<file path="src/rtl/pcle_ctr_pkg.sv">
// Shared constants and types for the pcle_ctr counter slice.
package pcle_pkg;

  localparam int unsigned PCLE_WIDTH = 8;

  typedef enum logic {
    PCLE_DOWN = 1'b0,
    PCLE_UP   = 1'b1
  } pcle_dir_t;

endpackage

</file>
<file path="src/rtl/pcle_ctr_term.sv">
// Terminal-value detector: all-ones when counting up, all-zeros when counting down.
module pcle_ctr_term
  import pcle_pkg::*;
#(
  parameter int unsigned WIDTH = PCLE_WIDTH
) (
  input  logic [WIDTH-1:0] q,
  input  pcle_dir_t        up,
  output logic             term
);

  assign term = (up == PCLE_UP) ? (&q) : (&(~q));

endmodule

</file>
<file path="src/rtl/pcle_ctr.sv">
// Loadable up/down counter with cascade carry, terminal count and sticky wrap flag.
// Build option: define PCLE_CTR_SAT_EN to saturate at the terminal value instead of wrapping.
module pcle_ctr
  import pcle_pkg::*;
#(
  parameter int unsigned      WIDTH   = PCLE_WIDTH,
  parameter logic [WIDTH-1:0] RST_VAL = '0
) (
  input  logic             clk,
  input  logic             rst_n,
  input  logic             ld,
  input  logic [WIDTH-1:0] d,
  input  logic             en,
  input  logic             inh,
  input  logic             ci,
  input  logic             up,
  input  logic             clr_ovf,
  output logic [WIDTH-1:0] q,
  output logic             tc,
  output logic             ovf
);

  localparam logic [WIDTH-1:0] ONE = WIDTH'(1);

  logic             run;
  logic             cnt;
  logic             term;
  logic [WIDTH-1:0] q_nxt;
  logic             ovf_nxt;

  pcle_ctr_term #(
    .WIDTH (WIDTH)
  ) u_term (
    .q    (q),
    .up   (pcle_dir_t'(up)),
    .term (term)
  );

  assign run = en & ~inh & ci;
  assign cnt = run & ~ld;
  // Carry-out ignores ld so a downstream stage sees the carry during a load.
  assign tc  = run & term & rst_n;

  always_comb begin
    q_nxt = q;
    if (ld) begin
      q_nxt = d;
    end else if (cnt) begin
`ifdef PCLE_CTR_SAT_EN
      if (!term) begin
        q_nxt = up ? (q + ONE) : (q - ONE);
      end
`else
      q_nxt = up ? (q + ONE) : (q - ONE);
`endif
    end
  end

  always_comb begin
    ovf_nxt = ovf;
    if (ld || clr_ovf) begin
      ovf_nxt = 1'b0;
    end else if (cnt && term) begin
      ovf_nxt = 1'b1;
    end
  end

  always_ff @(posedge clk or negedge rst_n) begin
    if (!rst_n) begin
      q   <= RST_VAL;
      ovf <= 1'b0;
    end else begin
      q   <= q_nxt;
      ovf <= ovf_nxt;
    end
  end

endmodule
</file>
<file path="config.mk">
export PLATFORM = sky130hd
export DESIGN_NAME = pcle_ctr
export DESIGN_NICKNAME = d
export VERILOG_FILES = /design/src/rtl/pcle_ctr_pkg.sv /design/src/rtl/pcle_ctr_term.sv /design/src/rtl/pcle_ctr.sv
export SDC_FILE = /design/constraint.sdc
export NUM_CORES = 1
export LEC_CHECK = 0
export CAP_MARGIN = 40
export CORE_MARGIN = 8
export CORE_UTILIZATION = 45
export DETAILED_ROUTE_END_ITERATION = 16
export GPL_TIMING_DRIVEN = 0
export PLACE_DENSITY = 0.79
export SYNTH_ARGS = -nofsm -noshare
export SYNTH_HDL_FRONTEND = slang
export SYNTH_SLANG_ARGS = --single-unit
</file>
<file path="constraint.sdc">
create_clock -name clk -period 3.4 [get_ports clk]
set_input_delay 0.51 -clock clk [delete_from_list [all_inputs] [get_ports clk]]
set_output_delay 0.51 -clock clk [all_outputs]
set_load 0.005 [all_outputs]
</file>
Word level (Yosys, flattened, before mapping) --
Index checks and enable logic that the tools add are counted. W data, S select, Z words.
Storage, ports and cells: bits in registers 9, input bits 16, output and inout port bits 10, logic and storage cells 24
Cells by class: add/sub/neg operators 2, muxes and demuxes 6, bitwise gates (word level) 8, reduce and logical (&&, ||, !) cells 6
Operators by type and width (number):
- $mux W8 | 3
- $reduce_and A8 Y1 | 2
- $add A8 B1 Y8 const B | 1
- $not A8 Y8 | 1
- $sub A8 B1 Y8 const B | 1
- $and A1 B1 Y1 | 5
- $reduce_bool A2 Y1 | 2
- $mux W1 | 3
- $not A1 Y1 | 2
- $logic_and A1 B1 Y1 | 1
- $logic_or A1 B1 Y1 | 1

Depth between registers and ports, before layout --
depth after elaboration 7, gate-level depth with buffers 8, depth with buffers taken out 7

Hierarchy --
From an unflattened synthesis, not the netlist that was laid out.
Unflattened totals: cell total of the unflattened synthesis 94, area, all modules 785.8 um^2
Modules (own cells, without submodules):
- pcle_ctr | times used 1, cells each 86, area an instance 743.2 um^2, seq. area each 225.2 um^2
- pcle_ctr_term | times used 1, cells each 8, area an instance 42.5 um^2, seq. area each 0.0 um^2

Worst setup path before layout --
OpenSTA, ideal clock, no wires.
path type in2reg, start point input up, end point register q[7], library setup time 0.120 ns, data arrival time 2.375 ns, required time 3.280 ns, setup slack 0.905 ns, stages 8, path buffers 1, cell sequence clkbuf_1 inv_1 ha_1 a211oi_2 nor2_1 o2bb2ai_1 or4_1 a31o_1
On the way: cells in the longest elaborated chain, start to end 3
RTL lines:
- start: declaration | RTL line pcle_ctr.sv:16 | input logic up,
- $mux W8 | RTL line pcle_ctr.sv:54 | q_nxt = up ? (q + ONE) : (q - ONE);
- $mux W8 | RTL line pcle_ctr.sv:48 | end else if (cnt) begin
- $mux W8 | RTL line pcle_ctr.sv:46 | if (ld) begin
- end signal: assignment | RTL line pcle_ctr.sv:73 | q <= q_nxt;
- end: declaration | RTL line pcle_ctr.sv:18 | output logic [WIDTH-1:0] q,
No other way between the ends. The select of a mux whose other input is x is not followed. A chain may end at the register's enable or synchronous reset.

Worst setup path in the final report --
start point input inh, end point output tc
On the way: cells in the longest elaborated chain, start to end 5
RTL lines:
- start: declaration | RTL line pcle_ctr.sv:14 | input logic inh,
- $not A1 Y1 | RTL line pcle_ctr.sv:39 | assign run = en & ~inh & ci;
- $and A1 B1 Y1 (2 in a row) | RTL line pcle_ctr.sv:39
- $and A1 B1 Y1 (2 in a row) | RTL line pcle_ctr.sv:42 | assign tc = run & term & rst_n;
- end: declaration | RTL line pcle_ctr.sv:19 | output logic tc,
No other way between the ends.

==> results.py <==
metrics = {
    "grt": {
        "grt-ovfl-total": 0,
        "grt_pass1_vias": 768,
        "grt_max_degree": 11,
        "grt_usage_pct": 12.9,
        "antenna_found_initial": 0,
        "grt_pass1_wl_um": 3440,
    },
    "floorplanning": {
        "dieArea_mm2": 0.00335,
        "core_mm2": 0.00169,
        "num_rows": 15,
        "die_w_um": 57.9,
        "io_pins": 26,
        "initial_core_util_pct": 46.8,
        "fp.dieH_um": 57.9,
    },
    "clock_network": {
        "ctsLongestPathBuffers": 2,
        "clk_pin_slew_ps": 70,
        "cts_tree": "built",
        "post_cts_resize_count": 0,
        "hold_buffers": 0,
        "cts_buffers": 3,
        "cts_setup_buffers": 0,
        "insertion_delay_ps": 260,
        "cts.sinks": 9,
        "cts_root_buffer": "clkbuf_4",
        "htreeDepth": 1,
    },
    "finish": {
        "syn_to_final_growth_pct": 36.6,
        "utilization_pct": 63.9,
        "drive_gt1_share_pct": 6.50,
        "antenna_cells": 0,
        "fillers": 144,
        "ff_latch_area_um2": 225,
        "finish.net_count": 147,
        "multiInputGateArea_um2": 543,
    },
    "worst_setup_path": {
        "cp.required_ps": 2890,
        "r2r_start": "q[1]$_DFFE_PN0P_",
        "worst-setup-path-type": "in2out",
        "cp.arrival_ps": 2280,
        "start_kind": "input port",
        "end_kind": "output port",
        "startpoint": "inh",
        "crit_path_max_fanout": 10,
    },
    "place": {
        "gp_congestion": 0.803,
        "port_buffers": 24,
        "hpwl_um": 1680,
    },
    "job": {
        "drv_cap": 0,
    },
    "logic_synthesis": {
        "yosys_warnings": 0,
        "netlist_instances": 95,
        "synth_top_flop_cell": "dfrtp_1",
        "synth_edf_count": 0,
        "synthArstFlopShare_pct": 100,
        "synth.top_cell.area_share_pct": 28.5,
        "yosysSeqAreaShare_pct": 28.5,
        "yosysTopAreaCell": "dfrtp_1",
        "synthTopCellsByArea": "dfrtp_1 (28%), ha_1 (9.5%), a21oi_1 (5.7%)",
        "ys_types": 34,
        "synth-seq-cells": 9,
        "synth_commonest_cells": "a21oi_1 (9), dfrtp_1 (9), nand2_1 (9)",
        "synth_nets": 118,
        "syn_avg_cell_area_um2": 8.32,
        "syn_area_um2": 791,
    },
    "sta": {
        "slew_viol_final": 0,
        "slew_headroom_pct": 72.0,
        "rsz0062_at_grt": "no",
        "finalHoldViolations": 0,
        "period_needed_ps": 2790,
        "fin_crit_sh_pct": 82.2,
        "clock_skew_ps": 6.97,
        "worstMarginPinSlew_ps": 419,
        "tns_ps": 0,
        "finalSetupViolCount": 0,
        "clock.fmax_ghz": 0.358,
        "holdWs_ps": 545,
    },
    "route": {
        "detail_route.vias_per_cell": 5.84,
        "drc": 0,
        "drt_pass1_iterations": 4,
        "vias": 818,
        "postRouteAntennaNets": 0,
        "drtIter0Drc": 13,
        "wire_per_inst_um": 14.9,
        "drt-total-wl_um": 2090,
    },
    "power_and_ir_drop": {
        "leakagePower_nw": 0.463,
        "vdd_ir_drop_max_uv": 287,
        "powerDensity_mw_per_mm2": 335,
    },
    "worst_hold_path": {
        "hold_path_class": "in2async",
    },
    "run_status": {
        "run_status": "completed",
    },
}
## state kept, by name, indices dropped and copies added, names as in the netlist
register  cells
q             8
ovf           1
## per-stage QoR
stage | total power [mW] | worst slack [ps] | std cells | area (um2)
2_1_floorplan | 0.220 | 905 | 95 | 791
3_3_place_gp | 0.278 | 630 | 136 | 1050
3_5_place_dp | 0.281 | 621 | 136 | 1050
4_1_cts | 0.365 | 618 | 140 | 1080
5_1_grt | 0.390 | 477 | 140 | 1080
6_report | 0.362 | 607 | 140 | 1080
## where the power goes
part           switching, mW  total [mW]  internal [mW]
logic                 0.0663       0.144         0.0779
registers             0.0181       0.136          0.118
clock network         0.0387      0.0821         0.0434
## worst paths after layout
| check | end | slack, ps | cells after the start |
|---|---|---|---|
| worst max register to register | q[7]$_DFFE_PN0P_ | 1200 | 6 |
| worst min register to register | ovf$_DFFE_PN0P_ | 560 | 2 |
| min in group clk | ovf$_DFFE_PN0P_ | 560 | 2 |
| max in group asynchronous | q[7]$_DFFE_PN0P_ | 2560 | 1 |
| worst min-delay path | q[5]$_DFFE_PN0P_ | 540 | 1 |
| worst max-delay path | tc | 610 | 6 |
## placed cells by master (no fill, tap or decap), types with 3 or more instances in the layout
| cell type | count |
|---|---|
| nand2_1 | 9 |
| a21oi_1 | 9 |
| clkbuf_4 | 3 |
| nand3_1 | 4 |
| clkbuf_1 | 4 |
| ha_1 | 6 |
| clkdlybuf4s50_1 | 24 |
| nor3_1 | 7 |
| o21ai_0 | 5 |
| dfrtp_1 | 9 |
| nor2_1 | 4 |
| and3_1 | 3 |
## routing by layer
layer,track usage (%),vias up,part of all wire (%),wire (um)
met1,14.8,383,44,911
met4,3.15,0,0,0
met2,21.7,20,50,1050
met5,0,-,0,0
li1,-,415,-,-
met3,5.08,0,5.9,123
## kinds of logic (layout without fill, tap and decap cells)
logic type | Yosys count | in the layout | synth area share (%)
XOR/XNOR | 2 | 2 | 2.22
AND/OR/NAND/NOR | 39 | 39 | 26.1
AO/OA/AOI/OAI | 30 | 30 | 25.8
multiplexers | 2 | 2 | 2.53
buffers and inverters | 6 | 34 | 2.85
flip-flops | 9 | 9 | 28.5
adder cells (fa/ha/maj) | 7 | 7 | 12.0
## area by class of cell
| type | instances | share of cell area [%] |
|---|---|---|
| sequential | 9 | 20.9 |
| multi-input combinational | 80 | 50.3 |
| timing repair buffer | 24 | 22.2 |
| tap | 17 | 1.97 |
| clock buffer | 3 | 2.09 |
| inverter | 2 | 0.695 |
| clock inverter | 1 | 0.463 |
| buffer | 4 | 1.39 |
## worst max-delay path, stage by stage
cell,delay (ps)
clkdlybuf4s50_1,400
nand3b_1,230
clkbuf_1,260
a21oi_1,210
and2_1,150
clkdlybuf4s50_1,510
No activity file was read; power rests on OpenSTA's default activity.
